$ cat src/rtl/ps2_pkg.sv
// Shared PS/2 definitions: FSM states, command bytes, default timing and frame helpers.
package ps2_pkg;

  typedef enum logic [2:0] {
    StIdle,
    StInhibit,
    StSend,
    StAck,
    StWaitIdle
  } ps2_state_e;

  localparam logic [7:0] CMD_SET_LEDS = 8'hED;
  localparam logic [7:0] CMD_ENABLE   = 8'hF4;
  localparam logic [7:0] CMD_RESET    = 8'hFF;
  localparam logic [7:0] RESP_ACK     = 8'hFA;

  localparam int unsigned DEF_INHIBIT_CYCLES = 12000;
  localparam int unsigned DEF_TIMEOUT_CYCLES = 1500000;
  localparam int unsigned DEF_FILT_LEN       = 8;

  localparam int unsigned FRAME_BITS = 10;

  // {stop, odd parity, d7..d0}; shifted out LSB first
  function automatic logic [FRAME_BITS-1:0] ps2_frame(input logic [7:0] data);
    return {1'b1, ~^data, data};
  endfunction

endpackage

$ cat src/rtl/ps2_clk_filter.sv
// PS/2 clock deglitcher: a window of raw samples yields a clean falling-edge strobe and a
// "clock idle high" level.
module ps2_clk_filter #(
  parameter int unsigned FILT_LEN = 8
) (
  input  logic clk,
  input  logic reset,
  input  logic ps2clk,
  output logic fall,
  output logic clk_high
);

  localparam int unsigned Half = FILT_LEN / 2;

  logic [FILT_LEN-1:0] samples;

  always_ff @(posedge clk) begin
    if (!reset) begin
      samples <= '0;
    end else begin
      samples <= {samples[FILT_LEN-2:0], ps2clk};
    end
  end

  // Oldest half high, newest half low: matches exactly once per clean falling edge
  assign fall     = (&samples[FILT_LEN-1:Half]) & ~(|samples[Half-1:0]);
  assign clk_high = &samples;

endmodule

$ cat src/rtl/ps2_host_tx.sv
// PS/2 host-to-device command transmitter: inhibit, start bit, device-clocked frame, ACK check.
// Pins are driven only through open-drain pull-low enables.
module ps2_host_tx
  import ps2_pkg::*;
#(
  parameter int unsigned INHIBIT_CYCLES = DEF_INHIBIT_CYCLES,
  parameter int unsigned TIMEOUT_CYCLES = DEF_TIMEOUT_CYCLES,
  parameter int unsigned FILT_LEN       = DEF_FILT_LEN
) (
  input  logic       clk_100MHz,
  input  logic       reset,
  input  logic       ps2clk,
  input  logic       ps2data,
  input  logic [7:0] tx_data,
  input  logic       tx_valid,
  output logic       tx_ready,
  output logic       ps2clk_low,
  output logic       ps2data_low,
  output logic       tx_done,
  output logic       tx_error,
  output logic       busy
);

  localparam int unsigned CntMax = (INHIBIT_CYCLES > TIMEOUT_CYCLES) ? INHIBIT_CYCLES
                                                                     : TIMEOUT_CYCLES;
  localparam int unsigned CntW   = $clog2(CntMax + 1);
  localparam logic [CntW-1:0] InhibitLast = CntW'(INHIBIT_CYCLES - 1);
  localparam logic [CntW-1:0] TimeoutLast = CntW'(TIMEOUT_CYCLES - 1);
  localparam logic [3:0]      LastEdge    = 4'(FRAME_BITS - 1);

  ps2_state_e            state;
  logic [FRAME_BITS-1:0] shift;
  logic [CntW-1:0]       cnt;
  logic [3:0]            edge_cnt;
  logic [1:0]            data_sync;
  logic                  ps2data_s;
  logic                  fall;
  logic                  clk_high;

  ps2_clk_filter #(
    .FILT_LEN(FILT_LEN)
  ) u_clk_filter (
    .clk     (clk_100MHz),
    .reset   (reset),
    .ps2clk  (ps2clk),
    .fall    (fall),
    .clk_high(clk_high)
  );

  assign ps2data_s = data_sync[1];
  assign busy      = (state != StIdle);
  // Held low during the done/error pulse so a held request cannot overlap the report
  assign tx_ready  = (state == StIdle) && !tx_done && !tx_error;

  always_ff @(posedge clk_100MHz) begin
    if (!reset) begin
      state       <= StIdle;
      shift       <= '0;
      cnt         <= '0;
      edge_cnt    <= '0;
      data_sync   <= '0;
      ps2clk_low  <= 1'b0;
      ps2data_low <= 1'b0;
      tx_done     <= 1'b0;
      tx_error    <= 1'b0;
    end else begin
      data_sync <= {data_sync[0], ps2data};
      tx_done   <= 1'b0;
      tx_error  <= 1'b0;
      unique case (state)
        StIdle: begin
          if (tx_valid && tx_ready) begin
            shift      <= ps2_frame(tx_data);
            ps2clk_low <= 1'b1;
            cnt        <= '0;
            state      <= StInhibit;
          end
        end
        StInhibit: begin
          if (cnt == InhibitLast) begin
            ps2clk_low  <= 1'b0;
            ps2data_low <= 1'b1;
            cnt         <= '0;
            edge_cnt    <= '0;
            state       <= StSend;
          end else begin
            cnt <= cnt + CntW'(1);
          end
        end
        StSend, StAck, StWaitIdle: begin
          // Timeout has priority over any coincident clock edge
          if (cnt == TimeoutLast) begin
            ps2clk_low  <= 1'b0;
            ps2data_low <= 1'b0;
            tx_error    <= 1'b1;
            state       <= StIdle;
          end else begin
            cnt <= cnt + CntW'(1);
            case (state)
              StSend: begin
                if (fall) begin
                  // Tenth edge drives ~stop = 0, releasing the line
                  ps2data_low <= ~shift[0];
                  shift       <= {1'b0, shift[FRAME_BITS-1:1]};
                  edge_cnt    <= edge_cnt + 4'd1;
                  if (edge_cnt == LastEdge) begin
                    state <= StAck;
                  end
                end
              end
              StAck: begin
                if (fall) begin
                  if (!ps2data_s) begin
                    state <= StWaitIdle;
                  end else begin
                    tx_error <= 1'b1;
                    state    <= StIdle;
                  end
                end
              end
              StWaitIdle: begin
                if (clk_high && ps2data_s) begin
                  tx_done <= 1'b1;
                  state   <= StIdle;
                end
              end
              default: ;
            endcase
          end
        end
        default: state <= StIdle;
      endcase
    end
  end

endmodule

$ cat config.mk
export PLATFORM = sky130hd
export DESIGN_NAME = ps2_host_tx
export DESIGN_NICKNAME = d
export VERILOG_FILES = /design/src/rtl/ps2_pkg.sv /design/src/rtl/ps2_clk_filter.sv /design/src/rtl/ps2_host_tx.sv
export SDC_FILE = /design/constraint.sdc
export NUM_CORES = 1
export LEC_CHECK = 0
export CORE_MARGIN = 2
export CORE_UTILIZATION = 30
export CTS_BUF_LIST = sky130_fd_sc_hd__clkbuf_4
export CTS_CLUSTER_DIAMETER = 30
export DETAILED_ROUTE_END_ITERATION = 10
export PLACE_DENSITY_LB_ADDON = 0.05
export SLEW_MARGIN = 20
export SYNTH_ARGS = -nofsm -noshare
export SYNTH_HDL_FRONTEND = slang
export SYNTH_SLANG_ARGS = --single-unit
$ cat constraint.sdc
create_clock -name clk_100MHz -period 3.3 [get_ports clk_100MHz]
set_input_delay 0.66 -clock clk_100MHz [delete_from_list [all_inputs] [get_ports clk_100MHz]]
set_output_delay 0.66 -clock clk_100MHz [all_outputs]
set_load 0.1 [all_outputs]
==> impl_summary.log, run 1 <==
INFO  metric route.vias.total = 2,284
INFO  metric max_slew.worst_pin.slew = 0.597 ns
INFO  metric number_of_buffers_and_inverters_on_the_critical_path = 2
INFO  metric synth.most_common_cell = sky130_fd_sc_hd__dfxtp_1
INFO  metric min_path_type = register to register
INFO  metric power-per-cell-area = 467 nW/um^2
INFO  metric average_cell_area_after_synthesis = 8.68 sq um
INFO  metric final.setup.worst_slack = 0.520 ns
INFO  metric cpLargestDelayFamily = simple AND/OR/NAND/NOR gates
INFO  metric grt_first_pass_wirelength = 11.2 mm
INFO  metric layout_worst_path_cycle_share = 84.2%
INFO  metric fill_cells = 922
INFO  metric wl_per_cell = 15.3 microns
INFO  metric worstRegToRegCells = 5
INFO  metric max_transition_margin = 60.1%
INFO  metric cp_slowest_cell = sky130_fd_sc_hd__nor3_1
INFO  metric vias_per_cell = 5.26
INFO  metric register_area = 1040 sq um
INFO  metric grt_start_max_net_pins = 21
INFO  metric top_level_ports = 19
INFO  metric gr-total-overflow = 0
INFO  metric tritoncts_num_sinks = 52
INFO  metric synthTopCellsByCount = 52 x sky130_fd_sc_hd__dfxtp_1, 22 x sky130_fd_sc_hd__nand2_1, 18 x sky130_fd_sc_hd__nor2_1
INFO  metric synth.cell_area = 2650 sq um
INFO  metric remaining_drcs = 0
INFO  metric clk_pin_slew = 0.15 ns
INFO  metric groute.usage.overall = 14.4%
INFO  metric vias_in_the_first_global_route = 2,221
INFO  metric area_grow_syn2layout = 15.7%
INFO  metric pre_cts_ws = 0.500 ns
INFO  metric outcome = completed
INFO  metric fmax = 360 MHz
INFO  metric hold_path_end = data_sync[1]$_SDFF_PN0_
INFO  metric fin_tns_setup = 0 ns
INFO  metric p_leak = 1.13 nW
INFO  metric detailed_place_hpwl = 4.89 mm
INFO  metric post_route_total_power = 1.43 mW
INFO  metric yosys-top-cells-area = sky130_fd_sc_hd__dfxtp_1 39%, sky130_fd_sc_hd__mux2i_1 4.9%, sky130_fd_sc_hd__xnor2_1 3.3%
INFO  metric critical_path.cell_chain = nor3_1 > inv_1 > nor3_4 > buf_4
INFO  metric synth_largest_type_area_fraction = 39.3%
INFO  metric min_from = data_sync[0]$_SDFF_PN0_
INFO  metric timing.final.hold_violations = 0
INFO  metric required = 2.64 ns
INFO  metric register_to_register_setup_slack = 0.56 ns
INFO  metric route.final.wire_length = 6.66 mm
INFO  metric worstHoldPathCells = 1
INFO  metric ys_ff_latch = 52
INFO  metric fp.dieW = 97.9 microns
INFO  metric cpPeakStageDelay = 0.51 ns
INFO  metric buffer_ports.inserted = 18
INFO  metric critical_path.max_fanout = 16
INFO  metric timing.final.crit_period = 2.78 ns
INFO  metric drive_above_1_share = 10.1%
INFO  metric yosysWarningCount = 0
INFO  metric synth_async_sr_flop_share = 0%
INFO  metric cp-startpoint = state[1]$_SDFFE_PN0P_
INFO  metric cts-root-to-sink-buffers = 2
INFO  metric worst_r2r_startpoint = cnt[5]$_SDFFE_PN0P_
INFO  metric final-max-slew-violation-count = 0
INFO  metric report.final.setup_viol = 0
INFO  metric numCtsBuffers = 5
INFO  metric vdd_ir_drop_max = 0.361 mV
INFO  metric criticalPathCategory = register to output pin
INFO  metric yosys_most_used_dff = sky130_fd_sc_hd__dfxtp_1
INFO  metric yosysTopAreaCell = sky130_fd_sc_hd__dfxtp_1
INFO  metric synth_nets = 321
INFO  metric first_iter_violations = 63
INFO  metric antenna_violations_before_repair = 0
INFO  metric nNetsFinal = 341
INFO  metric setup.worst_path.start_class = register
INFO  metric final_antenna_net_count = 0
INFO  metric drt_first_pass_iters = 4
INFO  metric synth_enable_flop_cells = 0
INFO  metric reg2reg_to = shift[6]$_SDFFE_PN0P_
INFO  metric hold_buffers = 0
INFO  metric rsz0062_at_grt = no
INFO  metric post_synthesis_cell_count = 305
INFO  metric floorplan.initialDensity = 30.6%
INFO  metric synth.yosys.seq_area_share = 39.3%
INFO  metric cts.repair.resized = 0
INFO  metric area_of_combinational_cells_with_multiple_inputs = 1550 sq um
INFO  metric tritoncts = built
INFO  metric layout.core_utilization = 35.5%
INFO  metric worstSkewPairLatency = 0.37 ns
INFO  metric die_area = 9590 sq um
INFO  metric placement_rows = 34
INFO  metric insertedDiodeCount = 0
INFO  metric endpoint_kind = output pin
INFO  metric finalClockSkew = 0.0153 ns
INFO  metric routabilityCongestion = 0.726
INFO  metric post-cts-setup-buffers = 0
INFO  metric hold_ws = 0.462 ns
INFO  metric core_region_area = 8640 sq um
INFO  metric worstPathArrival = 2.12 ns
INFO  metric cts-root-buf = sky130_fd_sc_hd__clkbuf_4
INFO  metric synthDistinctLibCells = 53
INFO  metric maxCapViolCount = 0
INFO  metric chipHeight = 97.9 microns
INFO  metric ctsHtreeMaxLevel = 2
==> worst max-delay path by stage <==
stage	endpoint	slack, ns	cells past startpoint
6_report	tx_ready	0.52	4
2_1_floorplan	tx_ready	0.33	4
5_1_grt	tx_ready	0.33	4
3_5_place_dp	cnt[11]$_SDFFE_PN0P_	0.50	7
4_1_cts	tx_ready	0.50	4
3_3_place_gp	cnt[11]$_SDFFE_PN0P_	0.51	7
==> placed cells by master, fill, tap and decap left out, types with 5 or more instances in the layout <==
cell	instances
sky130_fd_sc_hd__dfxtp_1	52
sky130_fd_sc_hd__nand2_1	22
sky130_fd_sc_hd__nor2_1	18
sky130_fd_sc_hd__buf_4	17
sky130_fd_sc_hd__a21oi_1	16
sky130_fd_sc_hd__o21ai_1	15
sky130_fd_sc_hd__nand3_1	14
sky130_fd_sc_hd__mux2i_1	13
sky130_fd_sc_hd__and2_1	12
sky130_fd_sc_hd__clkdlybuf4s50_1	12
sky130_fd_sc_hd__xnor2_1	10
sky130_fd_sc_hd__o21ai_0	9
sky130_fd_sc_hd__o211a_1	8
sky130_fd_sc_hd__nand4_1	7
sky130_fd_sc_hd__or4_1	7
sky130_fd_sc_hd__o31ai_1	6
sky130_fd_sc_hd__or3_1	6
sky130_fd_sc_hd__o211ai_1	5
sky130_fd_sc_hd__xor2_1	5
sky130_fd_sc_hd__clkbuf_4	5
==> logic make-up after synthesis <==
kind of cell,count (synthesis),share of synthesized area (%)
multiplexers,13,4.92
flip-flops,52,39.3
adder cells (fa/ha/maj),3,1.42
AO/OA/AOI/OAI,78,19.7
AND/OR/NAND/NOR,125,26.8
buffers and inverters,19,2.84
XOR/XNOR,15,4.96
==> through the flow <==
step	instance area [sq um]	instances
3_5_place_dp	2980	426
4_1_cts	3060	434
3_3_place_gp	2980	426
5_1_grt	3060	434
2_1_floorplan	2660	305
6_report	3060	434
==> registers in the layout (all words and copies together), names as in the netlist <==
name and cells:
cnt 21, shift 10, u_clk_filter.samples 8, edge_cnt 4, state 3, data_sync 2, ps2clk_low 1, ps2data_low 1
tx_done 1, tx_error 1
==> power breakdown <==
group | switching (mW) | internal (mW) | total (mW)
clock network | 0.210 | 0.159 | 0.368
registers | 0.0327 | 0.666 | 0.698
logic | 0.243 | 0.121 | 0.364
==> worst register-to-register path, cell delays in order (launching register included) <==
cell and delay, ns:
sky130_fd_sc_hd__dfxtp_1 0.40, sky130_fd_sc_hd__or4b_4 0.57, sky130_fd_sc_hd__or4_1 0.73, sky130_fd_sc_hd__o2111a_1 0.33, sky130_fd_sc_hd__or2_1 0.36, sky130_fd_sc_hd__o211a_1 0.26
==> routing by layer <==
layer	vias up	global-route usage, %	part of all wire (%)	routed length [microns]
met4	0	4.38	1.5	99
met5	-	0	0	0
met1	1076	19.1	49	3250
met2	23	24.1	48	3190
li1	1176	-	-	-
met3	9	2.15	1.8	120
==> area by class of cell <==
type	count	area share [%]
timing repair buffer	29	8.09
clock buffer	5	1.23
tap	108	4.41
multi-input combinational	234	50.5
clock inverter	3	1.39
inverter	3	0.368
sequential	52	34.0
(Power assumes the default switching activity.)
==> run 2: changes to the inputs <==
==> constraint.sdc (replaced) <==
create_clock -name clk_100MHz -period 2.6 [get_ports clk_100MHz]
set_input_delay 0.52 -clock clk_100MHz [delete_from_list [all_inputs] [get_ports clk_100MHz]]
set_output_delay 0.52 -clock clk_100MHz [all_outputs]
set_load 0.1 [all_outputs]
==> impl_summary.log, run 2 (synthesis gave the netlist of run 1 again) <==
INFO  metric insertedDiodeCount = 0 (unchanged)
INFO  metric vdd_ir_drop_max = 0.261 mV (-28%)
INFO  metric p_leak = 1.22 nW (+7.8%)
INFO  metric first_iter_violations = 50 (-21%)
INFO  metric ctsHtreeMaxLevel = 2 (unchanged)
INFO  metric cts-root-buf = sky130_fd_sc_hd__clkbuf_4
INFO  metric top_register = cnt
INFO  metric area_grow_syn2layout = 22.0%
INFO  metric fmax = 401 MHz
INFO  metric hold_buffers = 0 (unchanged)
INFO  metric rsz0062_at_grt = no
INFO  metric nNetsFinal = 356 (+4.4%)
INFO  metric cts-root-to-sink-buffers = 2 (unchanged)
INFO  metric placed_area = 3110 sq um (+4.2%)
INFO  metric wl_per_cell = 15.2 microns (-0.87%)
INFO  metric hold_ws = 0.452 ns (-0.00949 ns)
INFO  metric placement_rows = 34 (unchanged)
INFO  metric post_route_total_power = 1.93 mW (+35%)
INFO  metric drive_above_1_share = 16.4% (+6.3 points)
INFO  metric groute.usage.overall = 15.0% (+0.62 points)
INFO  metric layout_top_registers = cnt (21), shift (10), u_clk_filter.samples (8)
INFO  metric max_transition_margin = 65.2% (+5.1 points)
INFO  metric vias_per_cell = 5.32 (+1.1%)
INFO  metric power-per-cell-area = 597 nW/um^2 (+28%)
INFO  metric worstPathArrival = 2.81 ns (+0.69 ns)
INFO  metric final_antenna_net_count = 0 (unchanged)
INFO  metric fin_tns_setup = 0 ns (unchanged)
INFO  metric layout_commonest_cell = sky130_fd_sc_hd__dfxtp_1
INFO  metric maxCapViolCount = 0 (unchanged)
INFO  metric route.vias.total = 2,388 (+4.6%)
INFO  metric max_slew.worst_pin.slew = 0.521 ns (-0.0759 ns)
INFO  metric endpoint_kind = register
INFO  metric remaining_drcs = 0 (unchanged)
INFO  metric critical_path.max_fanout = 9 (-7)
INFO  metric floorplan.initialDensity = 30.6% (unchanged)
INFO  metric outcome = completed
INFO  metric fin_area = 3230 sq um (+5.5%)
INFO  metric tritoncts = built
INFO  metric report.final.setup_viol = 0 (unchanged)
INFO  metric chipHeight = 97.9 microns (unchanged)
INFO  metric layout.core_utilization = 37.4% (+1.9 points)
INFO  metric min_path_type = register to register
INFO  metric fill_cells = 912 (-1.1%)
INFO  metric grt_first_pass_wirelength = 11.7 mm (+4.1%)
INFO  metric tritoncts_num_sinks = 52 (unchanged)
INFO  metric timing.final.crit_period = 2.50 ns
INFO  metric numCtsBuffers = 5 (unchanged)
INFO  metric vias_in_the_first_global_route = 2,372 (+6.8%)
INFO  metric clk_pin_slew = 0.17 ns (+0.02 ns)
INFO  metric detailed_place_hpwl = 5.01 mm (+2.5%)
INFO  metric area_of_combinational_cells_with_multiple_inputs = 1570 sq um (+1.5%)
INFO  metric final_cell_mix = 50 x sky130_fd_sc_hd__dfxtp_1, 30 x sky130_fd_sc_hd__buf_4, 22 x sky130_fd_sc_hd__nand2_1, 18 x sky130_fd_sc_hd__nor2_1, 16 x sky130_fd_sc_hd__a21oi_1
INFO  metric gr-total-overflow = 0 (unchanged)
INFO  metric final-max-slew-violation-count = 0 (unchanged)
INFO  metric drt_first_pass_iters = 4 (unchanged)
INFO  metric route.final.wire_length = 6.83 mm (+2.6%)
INFO  metric antenna_violations_before_repair = 0 (unchanged)
INFO  metric grt_start_max_net_pins = 26 (+24%)
INFO  metric largest_register_ff_count = 21 (unchanged)
INFO  metric setup.worst_path.start_class = register
INFO  metric worstSkewPairLatency = 0.38 ns (about the same)
INFO  metric die_area = 9590 sq um (unchanged)
INFO  metric register_area = 1040 sq um (+0.24%)
INFO  metric required = 2.91 ns (+0.27 ns)
INFO  metric core_region_area = 8640 sq um (unchanged)
INFO  metric layout_worst_path_cycle_share = 96.0%
INFO  metric top_level_ports = 19 (unchanged)
INFO  metric timing.final.hold_violations = 0 (unchanged)
INFO  metric buffer_ports.inserted = 18 (unchanged)
INFO  metric routabilityCongestion = 0.740 (+2.0%)
INFO  metric finalClockSkew = 0.0188 ns (+0.00353 ns)
INFO  metric fp.dieW = 97.9 microns (unchanged)
INFO  metric criticalPathCategory = register to register
[run 2: per-layer routing]
metal | part of all wire (%) | track usage (%) | vias up
met5 | 0 | 0 | -
met4 | 1.7 | 4.59 | 0
met3 | 3.4 | 2.51 | 10
met2 | 48 | 25.5 | 41
met1 | 47 | 19.5 | 1133
li1 | - | - | 1204
[run 2: timing repair]
item,4_1_cts,5_1_grt
gates resized for setup,0,4
setup endpoints to repair,0,14
endpoints found under the hold margin,0,0
setup buffers,0,4
[run 2: metrics by stage]
step                      setup slack, ns  cells
after CTS                          0.0376    445
final                               0.104    449
after floorplan                    -0.142    305
after global routing               0.0227    449
after global placement            -0.0196    437
after detailed placement          -0.0418    437
[run 2: path summary, 6_finish.rpt]
| kind | from | to | slack [ns] | cells past startpoint |
|---|---|---|---|---|
| worst min-delay path | data_sync[0]$_SDFF_PN0_ | data_sync[1]$_SDFF_PN0_ | 0.45 | 1 |
| worst max register to register | cnt[12]$_SDFFE_PN0P_ | cnt[17]$_SDFFE_PN0P_ | 0.10 | 8 |
| worst min register to register | data_sync[0]$_SDFF_PN0_ | data_sync[1]$_SDFF_PN0_ | 0.45 | 1 |
| worst max-delay path | cnt[12]$_SDFFE_PN0P_ | cnt[17]$_SDFFE_PN0P_ | 0.10 | 8 |
[run 2: area by class of cell]
cell class | count | share of cell area [%]
Sequential cell | 52 | 32.3
Clock buffer | 6 | 1.39
Clock inverter | 2 | 1.08
Timing Repair Buffer | 44 | 11.9
Tap cell | 108 | 4.18
Inverter | 3 | 0.465
Multi-Input combinational cell | 234 | 48.6
[run 2: worst max-delay path, stage by stage, from the launching register on]
cell and delay [ns]:
sky130_fd_sc_hd__dfxtp_2 0.38, sky130_fd_sc_hd__or4b_4 0.55, sky130_fd_sc_hd__or4_4 0.58, sky130_fd_sc_hd__buf_4 0.19, sky130_fd_sc_hd__o31ai_2 0.22, sky130_fd_sc_hd__buf_4 0.21
sky130_fd_sc_hd__buf_4 0.13, sky130_fd_sc_hd__o31ai_1 0.06, sky130_fd_sc_hd__a21oi_1 0.12
[run 2: power breakdown]
group          internal, mW  total [mW]  switching [mW]
Clock                 0.213       0.481           0.269
Combinational         0.227       0.555           0.328
Sequential            0.846       0.890          0.0438
Total                  1.29        1.93           0.641
==> run 3: changes to the inputs <==
--- a/config.mk
+++ b/config.mk
@@ -5,6 +5,7 @@
 export SDC_FILE = /design/constraint.sdc
 export NUM_CORES = 1
 export LEC_CHECK = 0
+export CAP_MARGIN = 20
 export CORE_MARGIN = 2
 export CORE_UTILIZATION = 30
 export CTS_BUF_LIST = sky130_fd_sc_hd__clkbuf_4
==> results of run 3 <==
No change in the layout: final DEF, timing and power equal those of run 2.
